**src/rtl/pipe_stall_ctrl.sv**
```systemverilog
// rtl/pipe_stall_ctrl.sv - central stall/flush scheduler for the 5-stage pipeline
module pipe_stall_ctrl #(
    parameter int DIV_CYCLES = 32
) (
    input  logic clk,
    input  logic resetn,
    input  logic lwstallD,
    input  logic imem_stall,
    input  logic dmem_stall,
    input  logic div_req_E,
    input  logic except_M,
    output logic stallF,
    output logic stallD,
    output logic stallE,
    output logic stallM,
    output logic stallW,
    output logic flushD,
    output logic flushE,
    output logic flushM,
    output logic flushW,
    output logic pc_redirect,
    output logic div_start,
    output logic div_done,
    output logic busy_div
);

    typedef enum logic [0:0] {RUN, DIV} state_t;

    state_t     state_q, state_d;
    logic [5:0] cnt_q, cnt_d;
    logic       div_ok_q, div_ok_d;

    logic div_issue;
    logic div_hold;
    logic div_fin;

    assign div_issue = (state_q == RUN) && div_req_E && !div_ok_q;
    assign div_hold  = div_issue || ((state_q == DIV) && (cnt_q != 6'd0));
    assign div_fin   = (state_q == DIV) && (cnt_q == 6'd0);
    assign busy_div  = (state_q == DIV);
    assign stallW    = 1'b0;

    always_comb begin
        stallF      = 1'b0;
        stallD      = 1'b0;
        stallE      = 1'b0;
        stallM      = 1'b0;
        flushD      = 1'b0;
        flushE      = 1'b0;
        flushM      = 1'b0;
        flushW      = 1'b0;
        pc_redirect = 1'b0;
        div_start   = 1'b0;
        div_done    = 1'b0;
        state_d     = state_q;
        cnt_d       = cnt_q;
        div_ok_d    = div_ok_q;

        if (except_M) begin
            flushD      = 1'b1;
            flushE      = 1'b1;
            flushM      = 1'b1;
            pc_redirect = 1'b1;
            state_d     = RUN;
            cnt_d       = 6'd0;
            div_ok_d    = 1'b0;
        end else begin
            if (dmem_stall) begin
                stallF = 1'b1;
                stallD = 1'b1;
                stallE = 1'b1;
                stallM = 1'b1;
                flushW = 1'b1;
            end
            if (div_hold) begin
                stallF = 1'b1;
                stallD = 1'b1;
                stallE = 1'b1;
                flushM = !dmem_stall;
            end
            div_start = div_issue;
            div_done  = div_fin;
            // Fetch wait and load-use only act when nothing higher holds the pipe.
            if (!dmem_stall && !div_hold) begin
                stallF = imem_stall || lwstallD;
                stallD = lwstallD;
                flushD = imem_stall && !lwstallD;
                flushE = lwstallD;
            end

            if (div_issue) begin
                state_d = DIV;
                cnt_d   = 6'(DIV_CYCLES - 1);
            end else if (state_q == DIV) begin
                if (cnt_q != 6'd0) begin
                    cnt_d = cnt_q - 6'd1;
                end else begin
                    state_d = RUN;
                end
            end

            // div_ok remembers a finished divide still parked in E.
            if (!stallE) begin
                div_ok_d = 1'b0;
            end else if (div_fin) begin
                div_ok_d = 1'b1;
            end
        end

        if (!resetn) begin
            stallF      = 1'b0;
            stallD      = 1'b0;
            stallE      = 1'b0;
            stallM      = 1'b0;
            flushD      = 1'b1;
            flushE      = 1'b1;
            flushM      = 1'b1;
            flushW      = 1'b1;
            pc_redirect = 1'b0;
            div_start   = 1'b0;
            div_done    = 1'b0;
        end
    end

    always_ff @(posedge clk) begin
        if (!resetn) begin
            state_q  <= RUN;
            cnt_q    <= 6'd0;
            div_ok_q <= 1'b0;
        end else begin
            state_q  <= state_d;
            cnt_q    <= cnt_d;
            div_ok_q <= div_ok_d;
        end
    end

endmodule

```
**config.mk**
```make
export PLATFORM = sky130hd
export DESIGN_NAME = pipe_stall_ctrl
export DESIGN_NICKNAME = d
export VERILOG_FILES = /design/src/rtl/pipe_stall_ctrl.sv
export SDC_FILE = /design/constraint.sdc
export NUM_CORES = 1
export LEC_CHECK = 0
export ABC_AREA = 1
export BUFFER_PORTS_ARGS = -buffer_cell sky130_fd_sc_hd__buf_2
export CAP_MARGIN = 20
export CELL_PAD_IN_SITES_DETAIL_PLACEMENT = 0
export CELL_PAD_IN_SITES_GLOBAL_PLACEMENT = 1
export CORE_MARGIN = 2
export CORE_UTILIZATION = 31
export CTS_CLUSTER_SIZE = 16
export DETAILED_ROUTE_END_ITERATION = 6
export PLACE_DENSITY_LB_ADDON = 0.15
export SLEW_MARGIN = 20
export SYNTH_ARGS = -nofsm -noshare
export SYNTH_HDL_FRONTEND = slang
export SYNTH_SLANG_ARGS = --single-unit
```
**constraint.sdc**
```tcl
create_clock -name clk -period 1.5 [get_ports clk]
set_input_delay 0.075 -clock clk [delete_from_list [all_inputs] [get_ports clk]]
set_output_delay 0.075 -clock clk [all_outputs]
set_load 0.005 [all_outputs]
```
==> results.json <==
{
  "synth.cell_area_um2": 563.0,
  "slew_violations": 0,
  "clock_latency_ns": 0.26,
  "die-height_um": 46.62,
  "seq_area_um2": 161.4,
  "period_share": 0.9439,
  "p_int_uw": 402.2,
  "numCtsBuffers": 3,
  "grt_pass1_vias": 565,
  "diodes": 0,
  "syn_nets": 99,
  "placementRows": 15,
  "globalRoute.totalOverflow": 0,
  "antenna_found_initial": 0,
  "ys_seq_elements": 8,
  "io_pins": 20,
  "clk_path_buf_depth": 2,
  "finalSetupTns_ns": 0,
  "clock-sinks": 8,
  "start_kind": "flop",
  "num_vias": 629,
  "wire_per_inst_um": 10.62,
  "outcome": "complete, no violations",
  "multi_input_area_um2": 355.3,
  "via_per_inst": 4.493,
  "syn_to_final_growth_pct": 34.44,
  "die_w_um": 46.62,
  "yosys_warnings": 0,
  "drive_gt1_frac": 0.3391,
  "worstSetupEndpointType": "output pin",
  "fin_area_um2": 757.0,
  "gp_congestion": 0.7940,
  "setup_ws_ns": 0.08414,
  "clockPowerShare": 0.290,
  "grt_max_degree": 10,
  "drt_iter0_drc": 8,
  "grt_pass1_wl_um": 2401,
  "finalSetupViolCount": 0,
  "core_um2": 1708,
  "initial_core_util": 0.3297,
  "fin_nets": 125,
  "ctsHoldBuffers": 0,
  "syn-mean-instance-area_um2": 6.187,
  "hold_viol_final": 0,
  "switchingPower_uw": 203.7,
  "drv_cap": 0,
  "placed_area_um2": 673.1,
  "dr.pass1.iters": 4,
  "max_freq_mhz": 706.3,
  "crit_fanout": 4,
  "port_buffers": 18,
  "hpwl_um": 1121,
  "post-route-util": 0.4432,
  "postSynthCellCount": 91,
  "die-area_um2": 2173,
  "drc_errors": 0,
  "grt_usage": 0.1649,
  "cts_tree": "built",
  "cts_max_level": 1,
  "combPwrFrac": 0.317,
  "clk_pin_slew_ns": 0.06,
  "fill_cells": 189,
  "p_seq_frac": 0.392,
  "ys_types": 21,
  "min_period_ns": 1.416,
  "holdWs_ns": 0.2502,
  "worstPathRequired_ns": 1.42,
  "crit_type": "flop to output pin",
  "rsz0062_at_grt": "true",
  "p_leak_uw": 0.0004127,
  "routed_wl_um": 1487,
  "dpl_worst_slack_ns": 0.1447,
  "cts.root.buffer_cell": "clkbuf_4",
  "power.share.switching": 0.3362,
  "powerDensity_nw_per_um2": 800.5,
  "postRouteAntennaNets": 0,
  "skew_ns": 0.007559,
  "cp.arrival_ns": 1.34,
  "holdCritPathClass": "primary input to flop",
  "ys_seq_area_frac": 0.2844,
  "irDropWorstVdd_uv": 404.7
}
-- placed cells by master, fill, tap and decap left out, drive strengths merged --
| cell | instances |
|---|---|
| or2 | 1 |
| buf | 23 |
| dfxtp | 8 |
| inv | 15 |
| ha | 1 |
| nand4 | 3 |
| o21ai | 3 |
| conb | 1 |
| a31oi | 2 |
| nor2 | 14 |
| clkbuf | 3 |
| a21oi | 3 |
| nand3 | 14 |
| nand2 | 23 |
| xor2 | 1 |
-- synth_stat cells --
| cell type | instances | area share |
|---|---|---|
| dfxtp_1 | 8 | 0.28 |
| o21ai_1 | 1 | 0.0089 |
| nand2_2 | 1 | 0.011 |
| nand3_1 | 13 | 0.12 |
| nor2_1 | 13 | 0.087 |
| buf_6 | 1 | 0.020 |
| xor2_1 | 1 | 0.016 |
| inv_1 | 15 | 0.10 |
| or2_2 | 1 | 0.011 |
| nand2_1 | 21 | 0.14 |
| a21oi_1 | 3 | 0.027 |
| conb_1 | 1 | 0.0067 |
| nand3_2 | 1 | 0.018 |
| nand4_1 | 3 | 0.033 |
| ha_1 | 1 | 0.022 |
| a31oi_1 | 2 | 0.022 |
| o21ai_0 | 1 | 0.0089 |
| nand2_4 | 1 | 0.020 |
| nor2_4 | 1 | 0.020 |
| buf_4 | 1 | 0.013 |
| o21ai_2 | 1 | 0.016 |
-- registers in the layout (all words and copies together), names as in the netlist --
name      cells
cnt_q         6
div_ok_q      1
busy_div      1
-- final timing paths --
kind	from	end	slack (ns)	cells past startpoint
worst max register to register	cnt_q[1]	cnt_q[2]	0.20	7
worst min-delay path	dmem_stall	div_ok_q	0.25	5
worst max-delay path	cnt_q[0]	div_done	0.08	7
worst min register to register	cnt_q[4]	cnt_q[4]	0.54	2
-- worst max-delay path, stage by stage (launching register included) --
cell	delay (ns)
dfxtp_2	0.33
inv_4	0.07
ha_4	0.15
nand2_1	0.09
nor2_2	0.13
nand3_1	0.10
nor2_1	0.09
buf_2	0.12
-- power groups by stage --
| stage | clock, uW | combinational, uW | sequential [uW] |
|---|---|---|---|
| after floorplan | 0 | 114 | 237 |
| after global routing | 200 | 216 | 239 |
| after detailed placement | 0 | 158 | 240 |
| final | 176 | 192 | 238 |
| after global placement | 0 | 158 | 240 |
| after CTS | 183 | 173 | 236 |
-- stage by stage --
| stage | std cells | power (uW) |
|---|---|---|
| 2_1_floorplan | 91 | 351.4 |
| 3_3_place_gp | 133 | 397.8 |
| 3_5_place_dp | 133 | 398.2 |
| 4_1_cts | 137 | 591.3 |
| 5_1_grt | 140 | 655.5 |
| 6_report | 140 | 605.9 |
-- metal layers --
layer / global-route usage / vias up / wire length (um)
li1: - / 337 / -
met1: 0.1972 / 280 / 701
met2: 0.2639 / 10 / 725
met3: 0.05882 / 2 / 45
met4: 0.07222 / 0 / 15
met5: 0 / - / 0
-- logic make-up after synthesis --
| family | after synthesis | synth area share |
|---|---|---|
| adder cells (fa/ha/maj) | 1 | 0.02222 |
| buffers and inverters | 17 | 0.1333 |
| AO/OA/AOI/OAI | 8 | 0.08220 |
| AND/OR/NAND/NOR | 55 | 0.4556 |
| flip-flops | 8 | 0.2844 |
| XOR/XNOR | 1 | 0.01556 |
| other | 1 | 0.006660 |
-- timing repair --
item / in CTS / in global routing
pin swaps: 2 / 4
buffers inserted: 1 / 3
gates resized for setup: 5 / 5
setup endpoints to repair: 6 / 5
cloned: 0 / 0
-- final cells by class --
cell class	count	share of cell area
clock buffers	3	0.02975
flip-flops and latches	8	0.2132
inverters	15	0.07769
multi-input cells	66	0.4694
repair buffers	23	0.1686
well taps	25	0.04132
No activity file was read; power rests on OpenSTA's default activity.
